==> src/rtl/riscv_pkg.sv <==
// riscv_pkg
// Shared RV32M definitions used by the decoder/ALU controller and the
// iterative multiply/divide sequencer.
//   FUNCT7_MULDIV  : Funct7 value that steers an R-type instruction to the
//                    multiply/divide unit instead of the ALU.
//   muldiv_op_e    : operation encoding, equal to the instruction's Funct3.
//   muldiv_state_e : sequencer FSM states.
//   op_is_div / op_signed_a / op_signed_b : operation class helpers.
package riscv_pkg;

    localparam logic [6:0] FUNCT7_MULDIV = 7'b0000001;

    typedef enum logic [2:0] {
        OP_MUL    = 3'b000,
        OP_MULH   = 3'b001,
        OP_MULHSU = 3'b010,
        OP_MULHU  = 3'b011,
        OP_DIV    = 3'b100,
        OP_DIVU   = 3'b101,
        OP_REM    = 3'b110,
        OP_REMU   = 3'b111
    } muldiv_op_e;

    typedef enum logic [1:0] {
        IDLE = 2'd0,
        CALC = 2'd1,
        FIX  = 2'd2,
        DONE = 2'd3
    } muldiv_state_e;

    // Divide and remainder ops all have Funct3[2] set.
    function automatic logic op_is_div(input muldiv_op_e op);
        return op[2];
    endfunction

    // rs1 is treated as signed by MULH, MULHSU, DIV and REM.
    function automatic logic op_signed_a(input muldiv_op_e op);
        return (op == OP_MULH) || (op == OP_MULHSU) || (op == OP_DIV) || (op == OP_REM);
    endfunction

    // rs2 is treated as signed by MULH, DIV and REM (MULHSU leaves it unsigned).
    function automatic logic op_signed_b(input muldiv_op_e op);
        return (op == OP_MULH) || (op == OP_DIV) || (op == OP_REM);
    endfunction

endpackage

==> src/rtl/muldiv_core_step.sv <==
// muldiv_core_step
// Combinational single-iteration datapath for the multiply/divide sequencer.
// Works purely on magnitudes; all sign handling lives in the sequencer.
// Ports:
//   mode_div : 1 = restoring-division step, 0 = shift-add multiply step
//   acc_in   : 2*XLEN accumulator. Multiply: {partial product hi, multiplier
//              bits still to consume}. Divide: {partial remainder, dividend
//              bits still to consume / quotient bits produced so far}.
//   operand  : multiplicand magnitude (multiply) or divisor magnitude (divide)
//   acc_out  : accumulator after this iteration (bit 0 is 0 in divide mode)
//   q_bit    : new quotient bit (divide) or new accumulator bit 0 (multiply)
import riscv_pkg::*;

module muldiv_core_step #(
    parameter int XLEN = 32
) (
    input  logic                mode_div,
    input  logic [2*XLEN-1:0]   acc_in,
    input  logic [XLEN-1:0]     operand,
    output logic [2*XLEN-1:0]   acc_out,
    output logic                q_bit
);

    logic [XLEN:0]     mul_sum;
    logic [2*XLEN-1:0] mul_acc;
    logic [XLEN:0]     div_shifted;
    logic [XLEN:0]     div_trial;
    logic              div_fits;
    logic [2*XLEN-1:0] div_acc;

    // Multiply: add the multiplicand into the upper half when the current
    // multiplier bit (acc_in[0]) is set, then shift the whole accumulator
    // right one place, keeping the carry out of the add.
    always_comb begin
        mul_sum = {1'b0, acc_in[2*XLEN-1:XLEN]} + (acc_in[0] ? {1'b0, operand} : '0);
        mul_acc = {mul_sum, acc_in[XLEN-1:1]};
    end

    // Divide: shift the next dividend bit into the partial remainder and try
    // to subtract the divisor. The remainder is always below the divisor, so
    // the XLEN+1 bit trial difference is negative exactly when its top bit is
    // set, in which case the shifted remainder is restored.
    always_comb begin
        div_shifted = {acc_in[2*XLEN-1:XLEN], acc_in[XLEN-1]};
        div_trial   = div_shifted - {1'b0, operand};
        div_fits    = ~div_trial[XLEN];
        div_acc     = {(div_fits ? div_trial[XLEN-1:0] : div_shifted[XLEN-1:0]),
                       acc_in[XLEN-2:0], 1'b0};
    end

    always_comb begin
        acc_out = mode_div ? div_acc : mul_acc;
        q_bit   = mode_div ? div_fits : mul_acc[0];
    end

endmodule

==> src/rtl/muldiv_sequencer.sv <==
// muldiv_sequencer
// Iterative RV32M multiply/divide unit sitting beside the ALU in EX.
// Accepts one request in IDLE, iterates XLEN cycles in CALC, applies sign
// correction and RISC-V corner cases in FIX and presents the registered
// result with a one-cycle done pulse in DONE. The pipeline is held through
// stall until DONE, where the EX instruction advances and writeback selects
// result.
// Optional build macro MULDIV_EARLY_OUT_EN: a request with a zero operand
// (or MUL with both operands 0/1) skips CALC and completes in 2 cycles.
// Ports:
//   clk, rst_n     : clock (rising edge), asynchronous active-low reset
//   start          : request valid (Funct7 = FUNCT7_MULDIV, R-type, EX valid)
//   funct3         : operation select (muldiv_op_e)
//   op_a, op_b     : rs1 / rs2 values
//   flush          : abort any in-flight operation, blocks a same-cycle start
//   stall          : freeze PC/IF/ID/EX registers
//   busy           : FSM not in IDLE
//   done           : one-cycle completion pulse, result valid
//   result         : registered result, held until the next completion
import riscv_pkg::*;

module muldiv_sequencer #(
    parameter int XLEN = 32
) (
    input  logic             clk,
    input  logic             rst_n,
    input  logic             start,
    input  logic [2:0]       funct3,
    input  logic [XLEN-1:0]  op_a,
    input  logic [XLEN-1:0]  op_b,
    input  logic             flush,
    output logic             stall,
    output logic             busy,
    output logic             done,
    output logic [XLEN-1:0]  result
);

    localparam int CW = $clog2(XLEN);

    localparam logic [1:0] S_IDLE = 2'(IDLE);
    localparam logic [1:0] S_CALC = 2'(CALC);
    localparam logic [1:0] S_FIX  = 2'(FIX);
    localparam logic [1:0] S_DONE = 2'(DONE);

    logic [1:0]         state_q, state_d;
    muldiv_op_e         op_q;
    logic [XLEN-1:0]    mag_a_q, mag_b_q;
    logic               sign_a_q, sign_b_q;
    logic [2*XLEN-1:0]  acc_q;
    logic [CW-1:0]      cnt_q;
    logic [XLEN-1:0]    result_q;

    muldiv_op_e         in_op;
    logic               in_div;
    logic               in_sign_a, in_sign_b;
    logic [XLEN-1:0]    in_mag_a, in_mag_b;
    logic               start_ok;
    logic               early_out;
    logic [2*XLEN-1:0]  acc_init;

    logic               cur_div;
    logic [2*XLEN-1:0]  step_acc;
    logic               step_bit;

    logic [2*XLEN-1:0]  prod;
    logic [XLEN-1:0]    quot_s, rem_s, orig_a;
    logic               div_zero;
    logic [XLEN-1:0]    fix_val;

    // Request decode: magnitudes and signs of the incoming operands.
    always_comb begin
        in_op     = muldiv_op_e'(funct3);
        in_div    = op_is_div(in_op);
        in_sign_a = op_signed_a(in_op) && op_a[XLEN-1];
        in_sign_b = op_signed_b(in_op) && op_b[XLEN-1];
        in_mag_a  = in_sign_a ? -op_a : op_a;
        in_mag_b  = in_sign_b ? -op_b : op_b;
        start_ok  = (state_q == S_IDLE) && start && !flush;
    end

`ifdef MULDIV_EARLY_OUT_EN
    // Trivial operands: the product/quotient/remainder are known without
    // iterating, so the accumulator is preloaded with the final value.
    assign early_out = (op_a == '0) || (op_b == '0) ||
                       ((in_op == OP_MUL) && (op_a[XLEN-1:1] == '0) && (op_b[XLEN-1:1] == '0));
`else
    assign early_out = 1'b0;
`endif

    // Multiply starts with the multiplier in the low half; divide starts
    // with the dividend in the low half. Both start with a zero upper half.
    always_comb begin
        acc_init = in_div ? {{XLEN{1'b0}}, in_mag_a} : {{XLEN{1'b0}}, in_mag_b};
`ifdef MULDIV_EARLY_OUT_EN
        // Every early-out case has a magnitude product of 0 or 1 and a
        // quotient/remainder of 0 (divide by zero is overridden in FIX).
        if (early_out) begin
            acc_init = {{(2*XLEN-1){1'b0}}, (in_mag_a[0] & in_mag_b[0] & ~in_div)};
        end
`endif
    end

    // Next-state logic; flush overrides everything and returns to IDLE.
    always_comb begin
        state_d = state_q;
        if (flush) begin
            state_d = S_IDLE;
        end else begin
            case (state_q)
                S_IDLE:  if (start) state_d = early_out ? S_FIX : S_CALC;
                S_CALC:  if (cnt_q == '0) state_d = S_FIX;
                S_FIX:   state_d = S_DONE;
                S_DONE:  state_d = S_IDLE;
                default: state_d = S_IDLE;
            endcase
        end
    end

    always_ff @(posedge clk or negedge rst_n) begin
        if (!rst_n) begin
            state_q <= S_IDLE;
        end else begin
            state_q <= state_d;
        end
    end

    assign cur_div = op_is_div(op_q);

    muldiv_core_step #(
        .XLEN (XLEN)
    ) u_step (
        .mode_div (cur_div),
        .acc_in   (acc_q),
        .operand  (cur_div ? mag_b_q : mag_a_q),
        .acc_out  (step_acc),
        .q_bit    (step_bit)
    );

    // Operand capture in IDLE, one iteration per CALC cycle. Operands are
    // only captured when a request is actually accepted.
    always_ff @(posedge clk or negedge rst_n) begin
        if (!rst_n) begin
            op_q     <= OP_MUL;
            mag_a_q  <= '0;
            mag_b_q  <= '0;
            sign_a_q <= 1'b0;
            sign_b_q <= 1'b0;
            acc_q    <= '0;
            cnt_q    <= '0;
        end else if (start_ok) begin
            op_q     <= in_op;
            mag_a_q  <= in_mag_a;
            mag_b_q  <= in_mag_b;
            sign_a_q <= in_sign_a;
            sign_b_q <= in_sign_b;
            acc_q    <= acc_init;
            cnt_q    <= CW'(XLEN - 1);
        end else if (state_q == S_CALC) begin
            acc_q    <= cur_div ? {step_acc[2*XLEN-1:1], step_bit} : step_acc;
            cnt_q    <= cnt_q - 1'b1;
        end
    end

    // Sign correction and result selection. Signed overflow
    // (0x80000000 / -1) needs no special case: the magnitude quotient is
    // 0x80000000 with remainder 0, and negating 0x80000000 leaves it
    // unchanged, which is exactly the RISC-V defined result.
    always_comb begin
        prod     = (sign_a_q ^ sign_b_q) ? -acc_q : acc_q;
        quot_s   = (sign_a_q ^ sign_b_q) ? -acc_q[XLEN-1:0] : acc_q[XLEN-1:0];
        rem_s    = sign_a_q ? -acc_q[2*XLEN-1:XLEN] : acc_q[2*XLEN-1:XLEN];
        orig_a   = sign_a_q ? -mag_a_q : mag_a_q;
        div_zero = (mag_b_q == '0);
        fix_val  = '0;
        case (op_q)
            OP_MUL:                       fix_val = prod[XLEN-1:0];
            OP_MULH, OP_MULHSU, OP_MULHU: fix_val = prod[2*XLEN-1:XLEN];
            OP_DIV, OP_DIVU:              fix_val = div_zero ? '1 : quot_s;
            OP_REM, OP_REMU:              fix_val = div_zero ? orig_a : rem_s;
            default:                      fix_val = '0;
        endcase
    end

    // The result register only changes when FIX completes unflushed.
    always_ff @(posedge clk or negedge rst_n) begin
        if (!rst_n) begin
            result_q <= '0;
        end else if ((state_q == S_FIX) && !flush) begin
            result_q <= fix_val;
        end
    end

    assign result = result_q;
    assign busy   = (state_q != S_IDLE);
    assign done   = (state_q == S_DONE) && !flush;
    assign stall  = start_ok || (state_q == S_CALC) || (state_q == S_FIX);

endmodule

==> config.mk <==
export PLATFORM = sky130hd
export DESIGN_NAME = muldiv_sequencer
export DESIGN_NICKNAME = d
export VERILOG_FILES = /design/src/rtl/riscv_pkg.sv /design/src/rtl/muldiv_core_step.sv /design/src/rtl/muldiv_sequencer.sv
export SDC_FILE = /design/constraint.sdc
export NUM_CORES = 1
export LEC_CHECK = 0
export ABC_CLOCK_PERIOD_IN_PS = 4100
export BUFFER_PORTS_ARGS = -buffer_cell sky130_fd_sc_hd__buf_2
export CAP_MARGIN = 25
export CORE_MARGIN = 2
export CORE_UTILIZATION = 57
export DETAILED_ROUTE_END_ITERATION = 7
export PLACE_DENSITY = 0.88
export REMOVE_ABC_BUFFERS = 1
export SYNTH_ARGS = -nofsm -noshare
export SYNTH_HDL_FRONTEND = slang
export SYNTH_HIERARCHICAL = 1
export SYNTH_SLANG_ARGS = --single-unit
==> constraint.sdc <==
create_clock -name clk -period 4.1 [get_ports clk]
set_clock_uncertainty 0.1 [all_clocks]
set_input_delay 0.41 -clock clk [delete_from_list [all_inputs] [get_ports clk]]
set_output_delay 0.41 -clock clk [all_outputs]
set_load 0.005 [all_outputs]
==> results.md <==
* Status: completed
* # clock sinks at about 170
* # port buffers at 105
* Vias per cell at 6.79
* Crit path DAT at 4.26 ns
* WP depth at 18
* Die footprint at ~32,000 µm²
* CP Data Required Time at between 4 and 5 ns
* Die Wd at around 180 µm
* Type of the worst setup path: register to register
* CP max FO at 15
* # rows at 64
* Total wire length at 64,900 µm
* Commonest non-fill, non-tap cell in the layout: nand2_1
* Largest net degree at the start of global routing at 93
* Hold Vio Cnt, Final at 0
* Initial antenna violation count at 1
* Total Power at 0.0197 W
* Total CTS buffers at 17
* Fmax at 247 MHz
* Sequential share of the synthesized area at 24.5%
* DR iter-0 viols at 1,969
* Max Cap Violations at 0
* Ys async rst share at 100%
* Synthesized area per cell at 7.99 µm²
* Synth unique cells at 98
* Share of cells above drive strength 1 at 17.2%
* Setup TNS at 0 ns
* Hold path cells at 2
* CP peak stage delay at approximately 0.53 ns
* Slowest cell on crit path: dfrtp_4
* Antenna cell count at 0
* Final slew viol count at 0
* Final Cycle Share at a little over nine tenths
* GRT Resource Usage Total at 38.7%
* CP Cell Sequence: buf_4, mux2_2, inv_1, ha_1, a21o_1, a21oi_1, a211oi_2, o22ai_2, o311a_4, o21ai_4, xor2_4, buf_4, clkbuf_16, a21o_1, mux2i_1, nand2_1, o211ai_1, o21ai_0
* Sw Ratio at 52.6%
* Initial DRT Pass Iterations at 8
* WL/cell at approximately 24 µm
* Top Ports at 106
* Remaining DRCs at 0
* Die Y at 179 µm
* Startpoint Class: register
* Worst-Margin Slew at 0.974 ns
* Most frequent cells in the layout: nand2_1, o21ai_0, dfrtp_1
* Reg clk slew, reported paths at approximately 0.080 ns
* Mapped Area at 17,500 µm²
* Core area at about 30,000 µm²
* Post-DRT Antenna Nets at 0
* Starting Density at 57.7%
* Seq pwr share at 19.2%
* Fin util at 64.9%
* Worst path top cell family by delay: compound AO/OA/AOI/OAI gates
* Setup crit end kind: register
* Clock Latency Late Sink at 0.44 ns
* Ys Warns at 6
* Clk network pwr share at 9.2%
* Syn-to-layout area delta at 12.6%
* Vias at 18,295
* Static leakage at 8.30 nW
* Pwr Density at 995 nW/µm²
* Post-DP HPWL at 48,500 µm
* Tmin final at 4.05 ns
* Peak supply drop at 0.475 mV
* EDFF count, synth at 0
* Nets@finish at 2,434
* Root buf cell: clkbuf_16
* Combinational power share at 71.6%
* Ys flop type: dfrtp_1
* Total congestion overflow at 0
* Routability cong. at 1.02
* Synth Register Bits at 172
* Hold Path Class: primary input to register
* Clock Tree Buf Depth at 2
* Reg2reg path depth at 18
* First-pass GRT wire length at 98,900 µm
* Vias in the first global route at 17,321
* Max_slew headroom at 34.6%
* Synthesized instance count at 2,195
* CP bufs+invs at 4
* CTS tree: done
* Finish-stage setup viols at 0
* Sw Pwr at 0.0103 W
* CTS H-tree lvls at 4
* Internal power at about 0.0093 W
state kept, by name (all words and copies together), names as in the netlist:
| signal | cells |
|---|---|
| mag_a_q | 32 |
| result | 32 |
| mag_b_q | 32 |
| state_q | 2 |
| sign_b_q | 1 |
| acc_q | 64 |
| cnt_q | 5 |
| sign_a_q | 1 |
| op_q | 3 |
cell type report:
class / instances / area [µm²]
clock buffers: 18 / 439
clock inverters: 14 / 193
fillers: 2548 / 10700
inverters: 67 / 251
multi-input cells: 1804 / 12500
flip-flops and latches: 172 / 4310
well taps: 396 / 495
repair buffers: 223 / 1530
power by group through the flow:
| stage | registers [W] | logic (W) | clock network, W |
|---|---|---|---|
| 2_1_floorplan | 0.00357 | 0.00896 | 0 |
| 3_3_place_gp | 0.00367 | 0.0128 | 0 |
| 3_5_place_dp | 0.00370 | 0.0131 | 0 |
| 4_1_cts | 0.00369 | 0.0132 | 0.00181 |
| 5_1_grt | 0.00385 | 0.0151 | 0.00187 |
| 6_report | 0.00377 | 0.0141 | 0.00182 |
metrics by stage:
| stage | setup WS [ns] | hold WS [ns] | cells | instance area [µm²] |
|---|---|---|---|---|
| floorplan | -3.48 | 0.0144 | 2043 | 16900 |
| global placement | 0.108 | 0.360 | 2650 | 18800 |
| detailed placement | -0.0188 | 0.371 | 2650 | 18800 |
| CTS | 0.0461 | 0.134 | 2683 | 19500 |
| global route | -0.0299 | 0.166 | 2694 | 19800 |
| finish | 0.0483 | 0.142 | 2694 | 19800 |
final timing paths:
check	to	startpoint	slack, ns
max reg2reg	acc_q[0]$_DFFE_PN0P_	op_q[2]$_DFFE_PN0P_	0.05
min	state_q[0]$_DFFE_PN0P_	flush	0.14
max	acc_q[0]$_DFFE_PN0P_	op_q[2]$_DFFE_PN0P_	0.05
max in group asynchronous	mag_a_q[19]$_DFFE_PN0P_	rst_n	2.31
min in group asynchronous	cnt_q[2]$_DFFE_PN0P_	rst_n	0.49
min reg2reg	result[7]$_DFFE_PN0P_	result[7]$_DFFE_PN0P_	0.38
routing by layer:
layer	global-route usage (%)	share of wire [%]	vias to the layer above
li1	-	-	8244
met1	52.7	42	8826
met2	61.7	46	1050
met3	5.49	8.1	173
met4	16.5	4.2	2
met5	0	0.014	-
repair_timing:
| item | 4_1_cts | 5_1_grt |
|---|---|---|
| hold buffers | 1 | 0 |
| resized for setup | 4 | 36 |
| buffers inserted | 0 | 8 |
| pin swaps | 0 | 7 |
| gates cloned | 0 | 3 |
| endpoints found under the hold margin | 7 | 0 |
| setup endpoints to repair | 4 | 30 |
worst register-to-register path: cells and delay by family, from the launching register on:
| kind | cells | cell delay [ns] |
|---|---|---|
| mux | 2 | 0.43 |
| fa+ha+maj | 1 | 0.42 |
| simple gates | 1 | 0.07 |
| buf+inv | 4 | 0.59 |
| compound gates | 9 | 1.67 |
| xor+xnor | 1 | 0.12 |
| flops | 1 | 0.53 |
cell families after synthesis:
logic type / count (synthesis) / share of synthesized area [%]
flops: 172 / 24.5
compound gates: 640 / 24.2
xor+xnor: 217 / 10.9
buf+inv: 219 / 4.98
fa+ha+maj: 78 / 5.65
mux: 158 / 9.78
simple gates: 711 / 19.9
synth_stat cells, types with 8 or more instances:
library cell,number,area [µm²]
o211ai_1,17,128
dfrtp_1,172,4300
buf_1,19,71.3
ha_1,76,951
a41oi_1,9,78.8
and2_1,41,257
o41ai_1,23,201
nor4_1,36,225
xnor2_1,119,1040
a21o_1,27,203
nand3_1,45,225
o221ai_1,20,175
buf_2,17,85.1
o21ai_0,177,886
and3_1,12,75.1
a31oi_1,35,219
nand2_1,229,860
nor3_1,41,205
a21oi_1,147,736
nor2_1,169,634
or3_1,19,119
nor2b_1,13,81.3
o2111ai_1,8,70.1
clkbuf_1,109,409
xor2_1,97,850
o21a_1,9,67.6
or4_1,15,113
o31ai_1,35,263
a221oi_1,13,114
nand4_1,23,144
a211oi_1,13,97.6
inv_1,65,244
mux2i_1,87,871
mux2_2,67,754
nand2b_1,23,144
o22ai_1,16,100
No activity file was read; power rests on OpenSTA's default activity.
